$ cat config.mk
export PLATFORM = sky130hd
export DESIGN_NAME = countdown_timer_ctrl
export DESIGN_NICKNAME = d
export VERILOG_FILES = /design/src/rtl/countdown_timer_ctrl_pkg.sv /design/src/rtl/countdown_timer_ctrl_tick_prescaler.sv /design/src/rtl/countdown_timer_ctrl.sv
export SDC_FILE = /design/constraint.sdc
export NUM_CORES = 1
export LEC_CHECK = 0
export CAP_MARGIN = 40
export CORE_MARGIN = 1.5
export CORE_UTILIZATION = 51
export DETAILED_ROUTE_END_ITERATION = 10
export MAX_ROUTING_LAYER = met4
export PLACE_DENSITY = 0.78
export SLEW_MARGIN = 5
export SYNTH_ARGS = -nofsm -noshare
export SYNTH_HDL_FRONTEND = slang
export SYNTH_SLANG_ARGS = --single-unit
$ cat constraint.sdc
create_clock -name Clk -period 2.25 [get_ports Clk]
set_clock_uncertainty 0.05 [all_clocks]
set_input_delay 0.45 -clock Clk [delete_from_list [all_inputs] [get_ports Clk]]
set_output_delay 0.45 -clock Clk [all_outputs]
set_load 0.005 [all_outputs]
$ cat src/rtl/countdown_timer_ctrl_pkg.sv
// Shared types and constants for the min:sec countdown timer controller.
package countdown_timer_ctrl_pkg;

  localparam int unsigned TIME_W = 6;

  localparam logic [TIME_W-1:0] MAX_SEC = 6'd59;
  localparam logic [TIME_W-1:0] MAX_MIN = 6'd59;

  typedef enum logic [1:0] {
    IDLE  = 2'd0,
    RUN   = 2'd1,
    PAUSE = 2'd2,
    DONE  = 2'd3
  } state_e;

  function automatic logic [TIME_W-1:0] clamp_time(input logic [TIME_W-1:0] v,
                                                   input logic [TIME_W-1:0] lim);
    return (v > lim) ? lim : v;
  endfunction

endpackage

$ cat src/rtl/countdown_timer_ctrl_tick_prescaler.sv
// Divides Clk down to a one-cycle tick strobe every TICK_DIV enabled cycles.
module countdown_timer_ctrl_tick_prescaler #(
  parameter int unsigned TICK_DIV = 50_000_000,
  parameter int unsigned CNT_W    = 26
) (
  input  logic Clk,
  input  logic Reset,
  input  logic Run,
  input  logic Zero,
  output logic Tick
);

  localparam logic [CNT_W-1:0] CntMax = CNT_W'(TICK_DIV - 1);

  logic [CNT_W-1:0] cnt_q, cnt_d;

  // Combinational strobe: the controller acts on it at the same edge the count wraps.
  assign Tick = Run && !Zero && (cnt_q == CntMax);

  always_comb begin
    cnt_d = cnt_q;
    if (Zero) begin
      cnt_d = '0;
    end else if (Tick) begin
      cnt_d = '0;
    end else if (Run) begin
      cnt_d = cnt_q + 1'b1;
    end
  end

  always_ff @(posedge Clk or posedge Reset) begin
    if (Reset) begin
      cnt_q <= '0;
    end else begin
      cnt_q <= cnt_d;
    end
  end

endmodule

$ cat src/rtl/countdown_timer_ctrl.sv
// Countdown timer FSM and min:sec down-counter, paced by the tick prescaler.
module countdown_timer_ctrl
  import countdown_timer_ctrl_pkg::*;
#(
  parameter int unsigned TICK_DIV = 50_000_000,
  parameter int unsigned CNT_W    = 26
) (
  input  logic              Clk,
  input  logic              Reset,
  input  logic              Clear,
  input  logic              Load,
  input  logic              Go,
  input  logic [TIME_W-1:0] SetMin,
  input  logic [TIME_W-1:0] SetSec,
  output logic [TIME_W-1:0] Min,
  output logic [TIME_W-1:0] Sec,
  output logic              Running,
  output logic              Done,
  output logic              DonePulse,
  output logic              Tick
);

  state_e            state_q, state_d;
  logic [TIME_W-1:0] min_q, min_d, sec_q, sec_d;
  logic              running_q, done_q, done_pulse_q, tick_q;
  logic              presc_tick, presc_zero;

  // Prescaler parks at zero whenever the countdown is not live or is being reloaded.
  assign presc_zero = Clear || Load || (state_q == IDLE) || (state_q == DONE);

  countdown_timer_ctrl_tick_prescaler #(
    .TICK_DIV (TICK_DIV),
    .CNT_W    (CNT_W)
  ) u_prescaler (
    .Clk   (Clk),
    .Reset (Reset),
    .Run   (state_q == RUN),
    .Zero  (presc_zero),
    .Tick  (presc_tick)
  );

  always_comb begin
    state_d = state_q;
    min_d   = min_q;
    sec_d   = sec_q;
    if (Clear) begin
      min_d   = '0;
      sec_d   = '0;
      state_d = IDLE;
    end else if (Load) begin
      min_d   = clamp_time(SetMin, MAX_MIN);
      sec_d   = clamp_time(SetSec, MAX_SEC);
      state_d = IDLE;
    end else begin
      unique case (state_q)
        IDLE: begin
          if (Go && ((min_q != '0) || (sec_q != '0))) state_d = RUN;
        end
        RUN: begin
          if (presc_tick) begin
            if (sec_q != '0) begin
              sec_d = sec_q - 1'b1;
            end else begin
              sec_d = MAX_SEC;
              min_d = min_q - 1'b1;
            end
            // Reaching 00:00 takes precedence over a coincident pause request.
            if ((min_d == '0) && (sec_d == '0)) state_d = DONE;
            else if (Go) state_d = PAUSE;
          end else if (Go) begin
            state_d = PAUSE;
          end
        end
        PAUSE: begin
          if (Go) state_d = RUN;
        end
        DONE: begin
          min_d = '0;
          sec_d = '0;
          if (Go) state_d = IDLE;
        end
      endcase
    end
  end

  always_ff @(posedge Clk or posedge Reset) begin
    if (Reset) begin
      state_q      <= IDLE;
      min_q        <= '0;
      sec_q        <= '0;
      running_q    <= 1'b0;
      done_q       <= 1'b0;
      done_pulse_q <= 1'b0;
      tick_q       <= 1'b0;
    end else begin
      state_q      <= state_d;
      min_q        <= min_d;
      sec_q        <= sec_d;
      running_q    <= (state_d == RUN);
      done_q       <= (state_d == DONE);
      done_pulse_q <= (state_d == DONE) && (state_q != DONE);
      tick_q       <= presc_tick;
    end
  end

  assign Min       = min_q;
  assign Sec       = sec_q;
  assign Running   = running_q;
  assign Done      = done_q;
  assign DonePulse = done_pulse_q;
  assign Tick      = tick_q;

endmodule

==> results.tsv <==
metric	value	unit
outcome	finished, final reports clean	
drt wl/cell	16.04	µm
Tightest Pin Transition	0.6913	ns
total CTS buffers	5	
Clock Pin Slew Worst Setup and Hold Paths	0.09	ns
worst setup path endpoint	DonePulse	
first-pass GRT wire length	12940	µm
drt first pass iters	4	
flip-flop and latch area	1101	µm²
Fillers	458	
Die X	78.07	µm
R2R Setup Slk	0.12	ns
critical path arrival	2.29	ns
largest cells by area after synthesis	dfrtp_1 (38%), o21ai_0 (5.1%), nand2_1 (4.7%)	
GPL Wtd Cong	0.9626	
post-route setup slack	0.1163	ns
#FFs+latches synth	44	
Worst VDD drop	0.3615	mV
Yosys top cell by area	dfrtp_1	
dpl hpwl	5559	µm
top-count cell post-synth	dfrtp_1	
GRT Resource Usage Total	27.23	%
Ports	33	
cell area after synthesis	2874	µm²
top cell type's share of synthesized area	38.31	%
Port Buf Inserts	32	
Period minus WS final	2.134	ns
FMAX	468.7	MHz
nature of the critical path endpoint	flip-flop	
max_cap viols	0	
Via density	6.011	
Hold Path Class	in2async	
GRT overflow	0	
row cnt	27	
sequential share of the synthesized area	38.31	%
Slew Limit Fails	0	
RR Endpoint	DonePulse	
Multi-input gate area	1633	µm²
Hold Buf Count CTS	0	
kind of start point of the critical path	flip-flop	
Routed WL	7541	µm
Ys Warns	0	
CTS Buffer Depth	2	
largest net degree at the start of global routing	29	
critical path peak fanout	5	
CTS tree	built	
final hold violations	0	
fin util	66.51	%
Nets	418	
vias in the first global route	2678	
Post-Syn Instances	340	
total clock sinks	44	
period utilization	94.83	%
share of cells above drive strength 1	14.57	%
routed vias	2825	
Commonest cells post-synth	dfrtp_1 (44), nand2_1 (36), o21ai_0 (29)	
Clock Tree Root	clkbuf_8	
unrepaired setup endpoints after global routing	false	
Clk Latency, worst-skew pair	0.30	ns
initial antenna violation count	0	
dominant synthesized flop cell	dfrtp_1	
WS Path Type	reg2reg	
Initial Util	52.51	%
Reg-to-Reg Start	Sec[1]	
Synth async-reset ratio	100.0	%
R2R depth	8	
crit path from	Sec[1]	
Finish-stage setup viols	0	
post-synth net total	361	
Area Overhead vs Synth	26.64	%
PD cells	541.7	nW/µm²
ant diodes	0	
slew margin rel.	53.63	%
power after layout	1.972	mW
iteration-0 DRC count of the detailed router	189	
Leakage Power	1.488	nW
Yosys cell types	61	
number of flops mapped to enable cells by yosys	0	
core area	5473	µm²
Req. time, crit path	2.40	ns
post-detailed-route count of antenna-violating nets	0	
Avg Cell Area, Syn	8.453	µm²
Residual DRC	0	
DP Worst Slack	-0.2602	ns
Die Ht	78.07	µm
total die area	6095	µm²
H-tree depth	2	
==> per-layer routing <==
layer	vias to the layer above	routed length, µm	track usage, %
met2	91	3757	46.61
met4	0	76	5.179
li1	1367	-	-
met5	-	0	-
met3	14	374	3.721
met1	1353	3332	34.90
==> final cells by class <==
| type | count | share of cell area (%) |
|---|---|---|
| multi-input cells | 256 | 44.86 |
| flip-flops and latches | 44 | 30.25 |
| inverters | 24 | 2.544 |
| clock inverters | 2 | 0.9625 |
| well taps | 72 | 2.475 |
| repair buffers | 66 | 16.91 |
| clock buffers | 6 | 1.994 |
==> worst max-delay path, stage by stage (launching register included) <==
cell and delay [ns]:
dfrtp_1 0.39, inv_1 0.07, ha_1 0.24, or3b_2 0.51, nor3_2 0.17, a21oi_1 0.15
o2111ai_4 0.28, buf_4 0.15, inv_1 0.03
==> cells in the final DEF (no fill, tap or decap), types with 4 or more instances in the layout <==
master / n
clkdlybuf4s50_1: 31
nand4_1: 9
ha_1: 4
or3_1: 8
xnor2_1: 5
mux2i_1: 4
nor3_1: 11
clkbuf_8: 5
nand3_1: 20
o211ai_1: 4
a22o_1: 6
nor4_1: 4
nand2_1: 35
and3_1: 5
a31oi_1: 7
o31ai_1: 4
and4_1: 4
nor2_1: 17
a21oi_1: 24
buf_4: 31
o21ai_0: 29
inv_1: 22
dfrtp_1: 44
==> kinds of logic after synthesis <==
group / after synthesis / share of synthesized area [%]
AND/OR/NAND/NOR: 139 / 27.25
AO/OA/AOI/OAI: 101 / 23.12
flip-flops: 44 / 38.31
buffers and inverters: 40 / 5.746
XOR/XNOR: 8 / 2.438
multiplexers: 4 / 1.393
adder cells (fa/ha/maj): 4 / 1.741
==> worst min path at each step <==
stage / start / endpoint / slack, ns / cells past startpoint
3_5_place_dp: u_prescaler.cnt_q[21] / u_prescaler.cnt_q[21] / 0.46 / 1
2_1_floorplan: u_prescaler.cnt_q[6] / u_prescaler.cnt_q[6] / 0.43 / 1
3_3_place_gp: u_prescaler.cnt_q[21] / u_prescaler.cnt_q[21] / 0.45 / 1
5_1_grt: Reset / Tick / 0.49 / 2
4_1_cts: Reset / Min[5] / 0.45 / 2
6_report: Reset / Min[5] / 0.42 / 2
==> stage by stage <==
step	setup TNS [ns]	hold WS [ns]	instance area, µm²	instances
final	0	0.4219	3640	470
after CTS	0	0.4460	3595	467
after floorplan	0	0.4319	2874	340
after global placement	-3.724	0.4510	3487	459
after detailed placement	-5.025	0.4615	3487	459
after global routing	0	0.4858	3640	470
==> state kept, by name (all words and copies together) (netlist names) <==
signal and cells:
u_prescaler.cnt_q 26, Min 6, Sec 6, state_q 2, Done 1, DonePulse 1
Running 1, Tick 1
==> timing repair <==
action / 4_1_cts / 5_1_grt
buffers inserted: 0 / 3
setup endpoints to repair: 0 / 6
hold endpoints to repair: 0 / 0
resized for setup: 0 / 5
==> where the power goes <==
| part | internal, mW | switching (mW) |
|---|---|---|
| Combinational | 0.247 | 0.257 |
| Clock | 0.330 | 0.285 |
| Sequential | 0.816 | 0.0367 |
No activity file was read; power rests on OpenSTA's default activity.
